<file path="src/rtl/pipe_pkg.sv">
// ============================================================================
// Module   : pipe_pkg
// Purpose  : Shared types and helpers for the issue stage: output-register
//            state encoding and register-index width calculation.
// Revision : 1.0 - initial release
// ============================================================================
`default_nettype none

package pipe_pkg;

  // Occupancy of the single issue output register
  typedef enum logic [0:0] {
    ST_EMPTY = 1'b0,
    ST_FULL  = 1'b1
  } issue_state_e;

  // Bits needed to index NREG architectural registers (never less than 1)
  function automatic int reg_idx_w(input int nreg);
    return (nreg > 1) ? $clog2(nreg) : 1;
  endfunction

endpackage

`default_nettype wire

</file>
<file path="src/rtl/scoreboard.sv">
// ============================================================================
// Module   : scoreboard
// Purpose  : Per-register busy bits. A bit is set when a writer issues,
//            cleared on write-back or when a held writer is flushed.
//            Set beats clear in the same cycle; register 0 is never busy.
// Revision : 1.0 - initial release
// ============================================================================
`default_nettype none

module scoreboard
  import pipe_pkg::*;
#(
  parameter int  NREG = 32,
  localparam int RW   = reg_idx_w(NREG)
) (
  input  logic            clk,
  input  logic            rst_n,
  input  logic            set_en,
  input  logic [RW-1:0]   set_idx,
  input  logic            clr_en,
  input  logic [RW-1:0]   clr_idx,
  input  logic            kill_en,
  input  logic [RW-1:0]   kill_idx,
  output logic [NREG-1:0] busy_vec
);

  generate
    for (genvar g = 0; g < NREG; g++) begin : g_bit
      if (g == 0) begin : g_zero
        // x0 is hardwired, so it can never carry a pending write
        assign busy_vec[g] = 1'b0;
      end else begin : g_reg
        logic w_set;
        logic w_clr;
        logic r_bit;

        assign w_set = set_en && (set_idx == RW'(g));
        assign w_clr = (clr_en  && (clr_idx  == RW'(g))) ||
                       (kill_en && (kill_idx == RW'(g)));

        // Busy bit: a new writer issuing this cycle outranks any clear
        always_ff @(posedge clk or negedge rst_n) begin
          if (!rst_n) begin
            r_bit <= 1'b0;
          end else if (w_set) begin
            r_bit <= 1'b1;
          end else if (w_clr) begin
            r_bit <= 1'b0;
          end
        end

        assign busy_vec[g] = r_bit;
      end
    end
  endgenerate

endmodule

`default_nettype wire

</file>
<file path="src/rtl/id_issue_scoreboard.sv">
// ============================================================================
// Module   : id_issue_scoreboard
// Purpose  : Decode-to-issue stage with a register scoreboard. Holds one
//            instruction, stalls on RAW/WAW hazards, optionally bypasses
//            the current write-back onto operands, counts stall cycles.
// Revision : 1.0 - initial release
// ============================================================================
`default_nettype none

module id_issue_scoreboard
  import pipe_pkg::*;
#(
  parameter int  XLEN   = 32,
  parameter int  NREG   = 32,
  parameter int  FWD_EN = 1,
  parameter int  SCNT_W = 16,
  localparam int RW     = reg_idx_w(NREG)
) (
  input  logic              clk,
  input  logic              rst_n,
  input  logic              in_valid,
  output logic              in_ready,
  input  logic [XLEN-1:0]   in_pc,
  input  logic [RW-1:0]     in_rs1,
  input  logic [RW-1:0]     in_rs2,
  input  logic [RW-1:0]     in_rd,
  input  logic              in_use_rs1,
  input  logic              in_use_rs2,
  input  logic              in_wr_rd,
  input  logic              in_is_load,
  input  logic [XLEN-1:0]   in_rdata1,
  input  logic [XLEN-1:0]   in_rdata2,
  input  logic              wb_valid,
  input  logic [RW-1:0]     wb_rd,
  input  logic [XLEN-1:0]   wb_data,
  input  logic              flush,
  output logic              out_valid,
  input  logic              out_ready,
  output logic [XLEN-1:0]   out_pc,
  output logic [XLEN-1:0]   out_op1,
  output logic [XLEN-1:0]   out_op2,
  output logic [RW-1:0]     out_rd,
  output logic              out_wr_rd,
  output logic              out_is_load,
  output logic [NREG-1:0]   busy_vec,
  output logic [SCNT_W-1:0] stall_cnt
);

  issue_state_e      r_state;
  issue_state_e      w_state_nxt;
  logic              w_load;
  logic              w_accept;
  logic              w_hazard;
  logic              w_need1;
  logic              w_need2;
  logic              w_needd;
  logic              w_wb_clr;
  logic              w_fwd1;
  logic              w_fwd2;
  logic [NREG-1:0]   w_busy_eff;
  logic [SCNT_W-1:0] r_stall;

  assign w_need1  = in_use_rs1 && (in_rs1 != '0);
  assign w_need2  = in_use_rs2 && (in_rs2 != '0);
  assign w_needd  = in_wr_rd   && (in_rd  != '0);
  assign w_wb_clr = wb_valid   && (wb_rd  != '0);

  // Busy view for hazard detection: with bypass, a register being written
  // back right now is as good as ready
  always_comb begin
    w_busy_eff = busy_vec;
    if ((FWD_EN != 0) && w_wb_clr) begin
      w_busy_eff[wb_rd] = 1'b0;
    end
  end

  assign w_hazard = (w_need1 && w_busy_eff[in_rs1]) ||
                    (w_need2 && w_busy_eff[in_rs2]) ||
                    (w_needd && w_busy_eff[in_rd]);

  assign out_valid = (r_state == ST_FULL);
  assign in_ready  = (!out_valid || out_ready) && !w_hazard && !flush;
  assign w_accept  = in_valid && in_ready;

  assign w_fwd1 = (FWD_EN != 0) && wb_valid && (wb_rd == in_rs1) && (in_rs1 != '0);
  assign w_fwd2 = (FWD_EN != 0) && wb_valid && (wb_rd == in_rs2) && (in_rs2 != '0);

  // Next-state: flush dominates, then a fresh accept, then draining
  always_comb begin
    w_state_nxt = r_state;
    w_load      = 1'b0;
    if (flush) begin
      w_state_nxt = ST_EMPTY;
    end else if (w_accept) begin
      w_state_nxt = ST_FULL;
      w_load      = 1'b1;
    end else if ((r_state == ST_FULL) && out_ready) begin
      w_state_nxt = ST_EMPTY;
    end
  end

  // Output-register occupancy
  always_ff @(posedge clk or negedge rst_n) begin
    if (!rst_n) begin
      r_state <= ST_EMPTY;
    end else begin
      r_state <= w_state_nxt;
    end
  end

  // Issue payload, captured only on accept so it holds under backpressure
  always_ff @(posedge clk or negedge rst_n) begin
    if (!rst_n) begin
      out_pc      <= '0;
      out_op1     <= '0;
      out_op2     <= '0;
      out_rd      <= '0;
      out_wr_rd   <= 1'b0;
      out_is_load <= 1'b0;
    end else if (w_load) begin
      out_pc      <= in_pc;
      out_op1     <= w_fwd1 ? wb_data : in_rdata1;
      out_op2     <= w_fwd2 ? wb_data : in_rdata2;
      out_rd      <= in_rd;
      out_wr_rd   <= in_wr_rd;
      out_is_load <= in_is_load;
    end
  end

  // Saturating count of cycles a valid instruction was blocked by a hazard
  always_ff @(posedge clk or negedge rst_n) begin
    if (!rst_n) begin
      r_stall <= '0;
    end else if (in_valid && w_hazard && !flush && !(&r_stall)) begin
      r_stall <= r_stall + SCNT_W'(1);
    end
  end

  assign stall_cnt = r_stall;

  // A flushed writer never reaches write-back, so its busy bit is released
  // here; no other writer to that register can be pending at the same time
  scoreboard #(
    .NREG     (NREG)
  ) u_scoreboard (
    .clk      (clk),
    .rst_n    (rst_n),
    .set_en   (w_accept && w_needd),
    .set_idx  (in_rd),
    .clr_en   (w_wb_clr),
    .clr_idx  (wb_rd),
    .kill_en  (flush && out_valid && out_wr_rd),
    .kill_idx (out_rd),
    .busy_vec (busy_vec)
  );

endmodule

`default_nettype wire

</file>
<file path="config.mk">
export PLATFORM = sky130hd
export DESIGN_NAME = id_issue_scoreboard
export DESIGN_NICKNAME = d
export VERILOG_FILES = /design/src/rtl/pipe_pkg.sv /design/src/rtl/scoreboard.sv /design/src/rtl/id_issue_scoreboard.sv
export SDC_FILE = /design/constraint.sdc
export NUM_CORES = 1
export LEC_CHECK = 0
export CAP_MARGIN = 15
export CORE_ASPECT_RATIO = 0.9
export CORE_MARGIN = 1
export CORE_UTILIZATION = 55
export CTS_BUF_LIST = sky130_fd_sc_hd__clkbuf_8
export DETAILED_ROUTE_END_ITERATION = 16
export DONT_BUFFER_PORTS = 1
export PLACE_DENSITY = 0.7
export SYNTH_ARGS = -nofsm -noshare
export SYNTH_HDL_FRONTEND = slang
export SYNTH_SLANG_ARGS = --single-unit
</file>
<file path="constraint.sdc">
create_clock -name clk -period 4.6 [get_ports clk]
set_input_delay 0.92 -clock clk [delete_from_list [all_inputs] [get_ports clk]]
set_output_delay 0.92 -clock clk [all_outputs]
set_load 0.01 [all_outputs]
</file>
# Word level (Yosys, flattened, before mapping)
# Index checks and enable logic that the tools add are counted.
[totals]
reg_bits = 151
input_bits = 158
[op_classes]
n_addsub = 1
n_lt_le_gt_ge = 5
n_eq_ne = 95
n_mux = 78
bitwise = 2
reduce_logical = 190
[op_table]
columns = ["cell", "count"]
rows = [
  ["$eq 5x5->1 const B", 48],
  ["$eq 5x4->1 const B", 24],
  ["$logic_and 1x1->1", 115],
  ["$mux 32", 3],
  ["$mux 1", 71],
  ["$reduce_bool 2->1", 31],
  ["$eq 5x3->1 const B", 12],
  ["$logic_or 1x1->1", 34],
  ["$and 32x32->32", 1],
  ["$not 32->32", 1],
  ["$eq 5x2->1 const B", 6],
  ["$lt 5x6->1 const B", 4],
  ["$reduce_bool 5->1", 4],
  ["$add 16x1->16 const B", 1],
  ["$reduce_and 16->1", 1],
  ["$bmux 1 s5", 3],
  ["$eq 5x1->1 const B", 3],
  ["$eq 5x5->1", 2],
  ["$demux 1 s5", 1],
  ["$ge 5x1->1 const B", 1],
  ["$logic_not 1->1", 4],
  ["$reduce_bool 3->1", 1],
]

# Logic depth before layout (Yosys ltp)
# Gate-level depths: netlist (run 1).
[logic_depth]
ltp_word = 19
mapped_depth = 13

# Hierarchy
# Synthesis (run 1) repeated with hierarchy kept, for this count alone.
[hier_totals]
hier_cells = 792
hier_area_um2 = 9375.2
[modules_own_cells]
columns = ["mod", "n_inst", "cells_per_inst", "area_each_um2", "seq_area_each_um2"]
rows = [
  ["id_issue_scoreboard", 1, 612, 7458.4, 3002.9],
  ["scoreboard", 1, 180, 1916.8, 775.7],
]

# Least setup slack after synthesis (run 1)
# Ideal clock, no wire load.
[synth_path]
path_type = "input to output"
startpoint = "input port wb_rd[1]"
endpoint = "output port in_ready"
t_arrival_ns = 3.383
required_ns = 3.680
slack_ns = 0.297
cell_stages = 9
n_path_buf = 2
path_cell_list = "buf_2 or4b_1 o21ai_0 o21a_1 o32ai_1 o311a_1 nor4_4 clkbuf_1 and3b_1"
[synth_between]
elab_chain_len = 15
word_cells_on_any_way = 24
[synth_rtl]
columns = ["item", "line_no", "rtl"]
rows = [
  ["from (decl)", "id_issue_scoreboard.sv:34", "input logic [RW-1:0] wb_rd,"],
  ["$lt 5x6->1 (not written as such) or $ge 5x1->1 (tied branches)", "id_issue_scoreboard.sv:73", "w_busy_eff[wb_rd] = 1'b0;"],
  ["$logic_and 1x1->1 (not written as such)", "id_issue_scoreboard.sv:73", ""],
  ["$mux 1 (not written as such)", "id_issue_scoreboard.sv:73", ""],
  ["$demux 1 s5", "id_issue_scoreboard.sv:73", ""],
  ["$not 32->32 (no source line)", "--", ""],
  ["$and 32x32->32 (no source line)", "--", ""],
  ["$mux 32 *", "id_issue_scoreboard.sv:72", "if ((FWD_EN != 0) && w_wb_clr) begin"],
  ["$bmux 1 s5 (on tied branches)", "id_issue_scoreboard.sv:77, id_issue_scoreboard.sv:78", ""],
  ["$mux 1 (on tied branches)", "id_issue_scoreboard.sv:77, id_issue_scoreboard.sv:78", ""],
  ["$logic_and 1x1->1 (on tied branches)", "id_issue_scoreboard.sv:77, id_issue_scoreboard.sv:78", ""],
  ["$logic_or 1x1->1", "id_issue_scoreboard.sv:77", "assign w_hazard = (w_need1 && w_busy_eff[in_rs1]) ||"],
  ["$logic_or 1x1->1 *", "id_issue_scoreboard.sv:78", "(w_need2 && w_busy_eff[in_rs2]) ||"],
  ["$logic_not 1->1 *", "id_issue_scoreboard.sv:82", "assign in_ready = (!out_valid || out_ready) && !w_hazard && !flush;"],
  ["$logic_and 1x1->1 * (2 in a row)", "id_issue_scoreboard.sv:82", ""],
  ["to (decl)", "id_issue_scoreboard.sv:22", "output logic in_ready,"],
]
# Mark *: on every way between the ends. The rest lies on a longest branch, timed or not. The select of a mux whose other input is x is not followed.

# Final worst setup path (run 1)
[layout_path]
startpoint = "input port wb_rd[2]"
endpoint = "output port in_ready"
# The elaborated chain is that of the path after synthesis.

==> results.py, run 1 <==
metrics = {
    "placement": {
        "place.gp.congestion": 0.962,
        "hpwlAfterDp_um": 18900,
        "dpl-instance-area_mm2": 0.00881,
        "port_buffers": 0,
    },
    "sta": {
        "whs_ps": 154,
        "hold_violations": 0,
        "post-route-period-util_pct": 93.1,
        "finClkSkew_ps": 16.5,
        "tns_ps": 0,
        "min_period_ps": 4280,
        "tightest_slew_ps": 1150,
        "fmax_ghz": 0.234,
        "setup_viol": 0,
        "slew_violations": 0,
        "rsz0062_at_grt": "no",
        "slew_headroom_pct": 23.0,
    },
    "yosys": {
        "synth_edf_count": 0,
        "yosysTopAreaCellShare_pct": 42.2,
        "synth_ff_type": "dfrtp_1",
        "synthTopCellsByCount": "mux2_2, dfrtp_1, nand2_1, buf_4, clkbuf_1",
        "avgSynthCellArea_um2": 11.1,
        "yosysMostFrequentCell": "mux2_2",
        "synth_top_cell_by_area": "dfrtp_1",
        "async_flop_share_pct": 100,
        "synth_nets": 966,
        "synth_seq_cells": 151,
        "ys_types": 71,
        "syn-cell-area_mm2": 0.00895,
        "synth_seq_area_share_pct": 42.2,
        "synth_top_cells_by_area": "dfrtp_1, mux2_2, buf_4",
        "synth_cells": 807,
        "synth_warnings": 0,
    },
    "route": {
        "vias": 6654,
        "wl_per_cell_um": 26.9,
        "drtIter0Drc": 648,
        "drc": 0,
        "avgViaCountPerCell": 6.94,
        "postRouteAntennaNets": 0,
        "totalWireLength_um": 25800,
        "drt_pass1_iterations": 7,
    },
    "worst_setup_path": {
        "worstSetupEndpointType": "primary output",
        "worstPathRequired_ps": 3680,
        "r2r_start": "u_scoreboard.g_bit[14].g_reg.r_bit",
        "reg2regPathDepth": 9,
        "endpoint": "in_ready",
        "timing.rr.end": "out_op1[3]",
        "crit_arrival_ps": 3360,
        "cp-start-kind": "input pin",
        "cp-startpoint": "wb_rd[2]",
        "timing_worst_setup_path_type": "in -> out",
        "r2r_slack_ps": 1120,
        "crit_fanout": 19,
    },
    "final_layout": {
        "fin_nets": 903,
        "num_antenna_cells": 0,
        "layout-drive-gt1-share_pct": 28.5,
        "syn2layout_area_growth_pct": 3.14,
        "final_area_mm2": 0.00924,
    },
    "floorplanning": {
        "die_area_mm2": 0.0168,
        "die_y_um": 123,
        "core_area_mm2": 0.0157,
        "rows": 43,
        "top_level_ports": 311,
        "die_w_um": 136,
        "initial_core_util_pct": 57.2,
    },
    "power_and_ir_drop": {
        "power_density_mw_per_mm2": 403,
        "p_leak_nw": 3.67,
        "ir_drop_v": 0.000371,
    },
    "clock_network": {
        "htree_num_levels": 4,
        "cts_tree": "done",
        "post_cts_buffers": 0,
        "cts-resized-gates": 0,
        "numClockSinks": 151,
        "clk_latency_ps": 450,
        "ctsHoldBuffers": 0,
        "clk_path_buf_depth": 2,
        "cts_root_buffer": "clkbuf_8",
        "clk_pin_slew_worst_paths_ps": 90,
        "numCtsBuffers": 17,
    },
    "global_routing": {
        "antenna_found_initial": 0,
        "grt_overflow": 0,
        "grt_max_degree": 152,
        "grt_use_total_pct": 30.8,
        "grt_pass1_wl_um": 38600,
        "grt_pass1_vias": 6645,
    },
    "outcome": {
        "status": "finished, final reports clean",
    },
    "run": {
        "drv_cap": 0,
    },
    "worst_hold_path": {
        "hp-class": "in -> async",
    },
}
[critical path: stages]
cell	delay (ps)
nand4bb_1	410
or3_1	480
a32oi_1	240
a21oi_1	100
o311a_1	440
nor4_4	430
and3b_1	330
[kinds of logic after synthesis]
group	Yosys count	share of synthesized area, %
compound gates	145	12.1
xor+xnor	26	2.54
buf+inv	101	6.04
mux	199	25.3
simple gates	183	11.6
fa+ha+maj	1	0.140
flops	151	42.2
other cells	1	0.0419
[metal layers]
metal / track usage, % / wire length (um) / vias to the layer above
li1: - / - / 2863
met1: 39.1 / 9770 / 3266
met2: 50.0 / 12400 / 457
met3: 8.69 / 2900 / 68
met4: 11.7 / 758 / 0
met5: 0 / 0 / -
[through the flow]
step	power, mW	worst slack (ps)	utilization (%)	cells
floorplan	2.51	297	-	807
global placement	2.63	484	56.3	927
detailed placement	2.66	377	56.3	927
CTS	3.75	357	59.0	959
global route	3.87	260	59.0	959
finish	3.72	319	59.0	959
[report_power, final]
group / total (mW) / internal (mW) / switching (mW)
clock network: 1.08 / 0.530 / 0.545
registers: 2.06 / 1.61 / 0.443
logic: 0.588 / 0.332 / 0.256
[registers in the layout, indices dropped and copies added, names as in the netlist]
register                        flops
out_valid                           1
out_op1                            32
out_pc                             32
stall_cnt                          16
u_scoreboard.g_bit.g_reg.r_bit     31
out_op2                            32
out_wr_rd                           1
out_rd                              5
out_is_load                         1
[worst min path at each step]
stage                     slack (ps)            end
after floorplan                  510  stall_cnt[10]
after global placement           550   stall_cnt[5]
after detailed placement         550  stall_cnt[15]
after CTS                        130    out_op2[15]
after global routing             130    out_op2[15]
final                            150    out_op2[15]
[layout by cell type, fill, tap and decap left out, types with 5 or more instances in the layout]
cell type    n
nand2b_1    12
a21oi_1     10
or3_1        8
o21bai_1     9
nand3_1     19
mux2i_1     23
a221oi_1     5
o311ai_0     6
buf_4       10
nand2_1     34
inv_1        7
nor2_1      22
o221ai_1    19
xnor2_1      5
nor2b_1     14
and3_1       5
or2_2        8
mux4_2       5
o21ai_0     21
dfrtp_1    151
nor4_1      10
mux2_1      18
xor2_1      21
nand3b_1     5
o211ai_1    10
a311oi_1     7
clkbuf_8    19
nand4_1      6
mux2_2     153
o31ai_1     30
nor3_1      19
[area by class of cell]
type                    count  area, um^2
multi-input cells         555        4650
repair buffers             11        95.1
fillers                  1295        6420
flip-flops and latches    151        3780
clock buffers              19         262
well taps                 202         253
inverters                   8        30.0
clock inverters            13         164
Power figures use the tool's default switching activity.
==> run 2: changes to the inputs <==
--- a/config.mk
+++ b/config.mk
@@ -8,11 +8,11 @@
 export CAP_MARGIN = 15
 export CORE_ASPECT_RATIO = 0.9
 export CORE_MARGIN = 1
-export CORE_UTILIZATION = 55
+export CORE_UTILIZATION = 62
 export CTS_BUF_LIST = sky130_fd_sc_hd__clkbuf_8
 export DETAILED_ROUTE_END_ITERATION = 16
 export DONT_BUFFER_PORTS = 1
-export PLACE_DENSITY = 0.7
+export PLACE_DENSITY = 0.78
 export SYNTH_ARGS = -nofsm -noshare
 export SYNTH_HDL_FRONTEND = slang
 export SYNTH_SLANG_ARGS = --single-unit
==> run 2 against run 1 <==
Sequential power about the same. Largest cell class unchanged. First-iteration DRC count is 9.3% lower. Global-route usage is 3.2 points higher. Largest power group unchanged. Critical path type unchanged. Highest routed layer unchanged. Die area is 11% lower. Combinational power is essentially flat.
==> results.py, run 2 (synthesis results as in run 1) <==
metrics = {
    "route": {
        "vias": 6720,
        "postRouteAntennaNets": 0,
        "wl_per_cell_um": 26.4,
        "totalWireLength_um": 25200,
        "drt_pass1_iterations": 5,
        "drc": 0,
        "avgViaCountPerCell": 7.04,
        "drtIter0Drc": 588,
    },
    "sta": {
        "min_period_ps": 4110,
        "tns_ps": 0,
        "setup_viol": 0,
        "fmax_ghz": 0.243,
        "rsz0062_at_grt": "no",
        "slew_violations": 0,
        "finClkSkew_ps": 9.25,
        "hold_violations": 0,
        "whs_ps": 167,
        "tightest_slew_ps": 736,
        "post-route-period-util_pct": 89.4,
        "slew_headroom_pct": 50.5,
    },
    "floorplanning": {
        "die_y_um": 116,
        "die_area_mm2": 0.0149,
        "core_area_mm2": 0.0141,
        "die_w_um": 129,
        "initial_core_util_pct": 63.7,
        "top_level_ports": 311,
        "rows": 41,
    },
    "placement": {
        "hpwlAfterDp_um": 18500,
        "dpl-instance-area_mm2": 0.00883,
        "place.gp.congestion": 0.987,
        "port_buffers": 0,
    },
    "global_routing": {
        "grt_use_total_pct": 34.0,
        "grt_pass1_wl_um": 37900,
        "grt_pass1_vias": 6750,
        "antenna_found_initial": 3,
        "grt_overflow": 0,
        "grt_max_degree": 152,
    },
    "clock_network": {
        "post_cts_buffers": 0,
        "htree_num_levels": 4,
        "numCtsBuffers": 17,
        "cts-resized-gates": 0,
        "cts_root_buffer": "clkbuf_8",
        "numClockSinks": 151,
        "ctsHoldBuffers": 0,
        "clk_path_buf_depth": 2,
        "cts_tree": "done",
        "clk_pin_slew_worst_paths_ps": 90,
        "clk_latency_ps": 440,
    },
    "final_layout": {
        "syn2layout_area_growth_pct": 3.52,
        "layout-drive-gt1-share_pct": 28.7,
        "final_common_cell": "mux2_2",
        "final_cell_mix": "mux2_2, dfrtp_1, nand2_1, o31ai_1, mux2i_1",
        "final_area_mm2": 0.00927,
        "largestRegisters": "out_op1: 32 flops, out_op2: 32 flops, out_pc: 32 flops",
        "fin_nets": 906,
    },
    "power_and_ir_drop": {
        "power_switching_mw": 1.24,
        "power_density_mw_per_mm2": 399,
        "ir_drop_v": 0.000308,
        "p_int_mw": 2.46,
        "p_seq_share_pct": 55.7,
        "netSwitchingFraction_pct": 33.4,
        "pwr-share-clk_pct": 28.4,
        "p_leak_nw": 3.69,
        "p_comb_share_pct": 15.9,
    },
    "worst_setup_path": {
        "worstSetupEndpointType": "primary output",
        "slowest_delay_ps": 570,
        "r2r_start": "u_scoreboard.g_bit[14].g_reg.r_bit",
        "r2r_slack_ps": 1230,
        "path_delay_family": "compound AO/OA/AOI/OAI gates",
        "cp-start-kind": "input pin",
        "cp_slowest_cell": "a2111oi_0",
        "crit_buf_inv": 1,
        "path_cells": "nand2b_1, o21ai_0, a221oi_1, o211ai_1, a2111oi_0, buf_4, nor4_4, and3b_1",
        "crit_fanout": 24,
        "crit_arrival_ps": 3190,
        "timing_worst_setup_path_type": "in -> out",
        "timing.rr.end": "out_op1[28]",
        "worstPathRequired_ps": 3680,
        "reg2regPathDepth": 10,
    },
    "run": {
        "drv_cap": 0,
    },
    "outcome": {
        "status": "finished, final reports clean",
    },
    "worst_hold_path": {
        "hp-class": "in -> async",
    },
}
==> run 2: changes by cell type in the layout (fill, tap and decap cells not counted) <==
cell / change
buf_12: +2
clkbuf_8: -1
diode_2: +2
inv_8: +1
inv_6: -1
buf_4: +1
inv_1: +1
==> run 2: final cells by class <==
cell class	instances	area, um^2
clock inverter	14	170
fill	1099	4790
timing repair buffer	14	143
multi-input combinational	555	4650
sequential	151	3780
antenna	2	5.00
clock buffer	18	248
tap	193	241
inverter	8	30.0
==> run 2: worst register-to-register path, stage by stage (launching register included) <==
cell and delay, ps:
dfrtp_1 490, o21ai_0 210, a221oi_1 370, a41oi_1 190
a2111oi_0 610, buf_4 230, nor4_4 50, buf_4 230
nand3_4 100, buf_12 330, mux2_2 440
==> run 2: routing by layer <==
metal | wire (um) | GRT usage (%) | part of all wire [%]
met3 | 3010 | 12.7 | 12
met4 | 799 | 13.4 | 3.2
met5 | 0 | 0 | 0
met1 | 9380 | 41.2 | 37
met2 | 12000 | 55.4 | 48
==> run 2: how the worst max path moves through the flow <==
| stage | slack, ps | from | cells past startpoint | endpoint |
|---|---|---|---|---|
| after floorplan | 300 | wb_rd[1] | 9 | in_ready |
| after global placement | 540 | wb_rd[4] | 11 | out_op2[26] |
| after detailed placement | 550 | wb_rd[4] | 11 | out_op1[5] |
| after CTS | 560 | wb_rd[4] | 8 | in_ready |
| after global routing | 390 | wb_rd[4] | 8 | in_ready |
| final | 490 | wb_rd[4] | 8 | in_ready |
==> run 2: through the flow <==
step | power (mW) | worst slack, ps | cells | util, %
final | 3.70 | 487 | 955 | 65.9
after detailed placement | 2.66 | 549 | 920 | 62.8
after CTS | 3.72 | 556 | 952 | 65.8
after floorplan | 2.51 | 297 | 807 | -
after global placement | 2.63 | 544 | 920 | 62.8
after global routing | 3.86 | 390 | 955 | 65.9
==> run 2: power groups by stage <==
stage               Clock [mW]  Sequential, mW  Combinational, mW
floorplan                    0            1.93              0.580
global placement             0            2.06              0.562
detailed placement           0            2.07              0.586
CTS                       1.07            2.06              0.588
global route              1.13            2.09              0.641
finish                    1.05            2.06              0.590
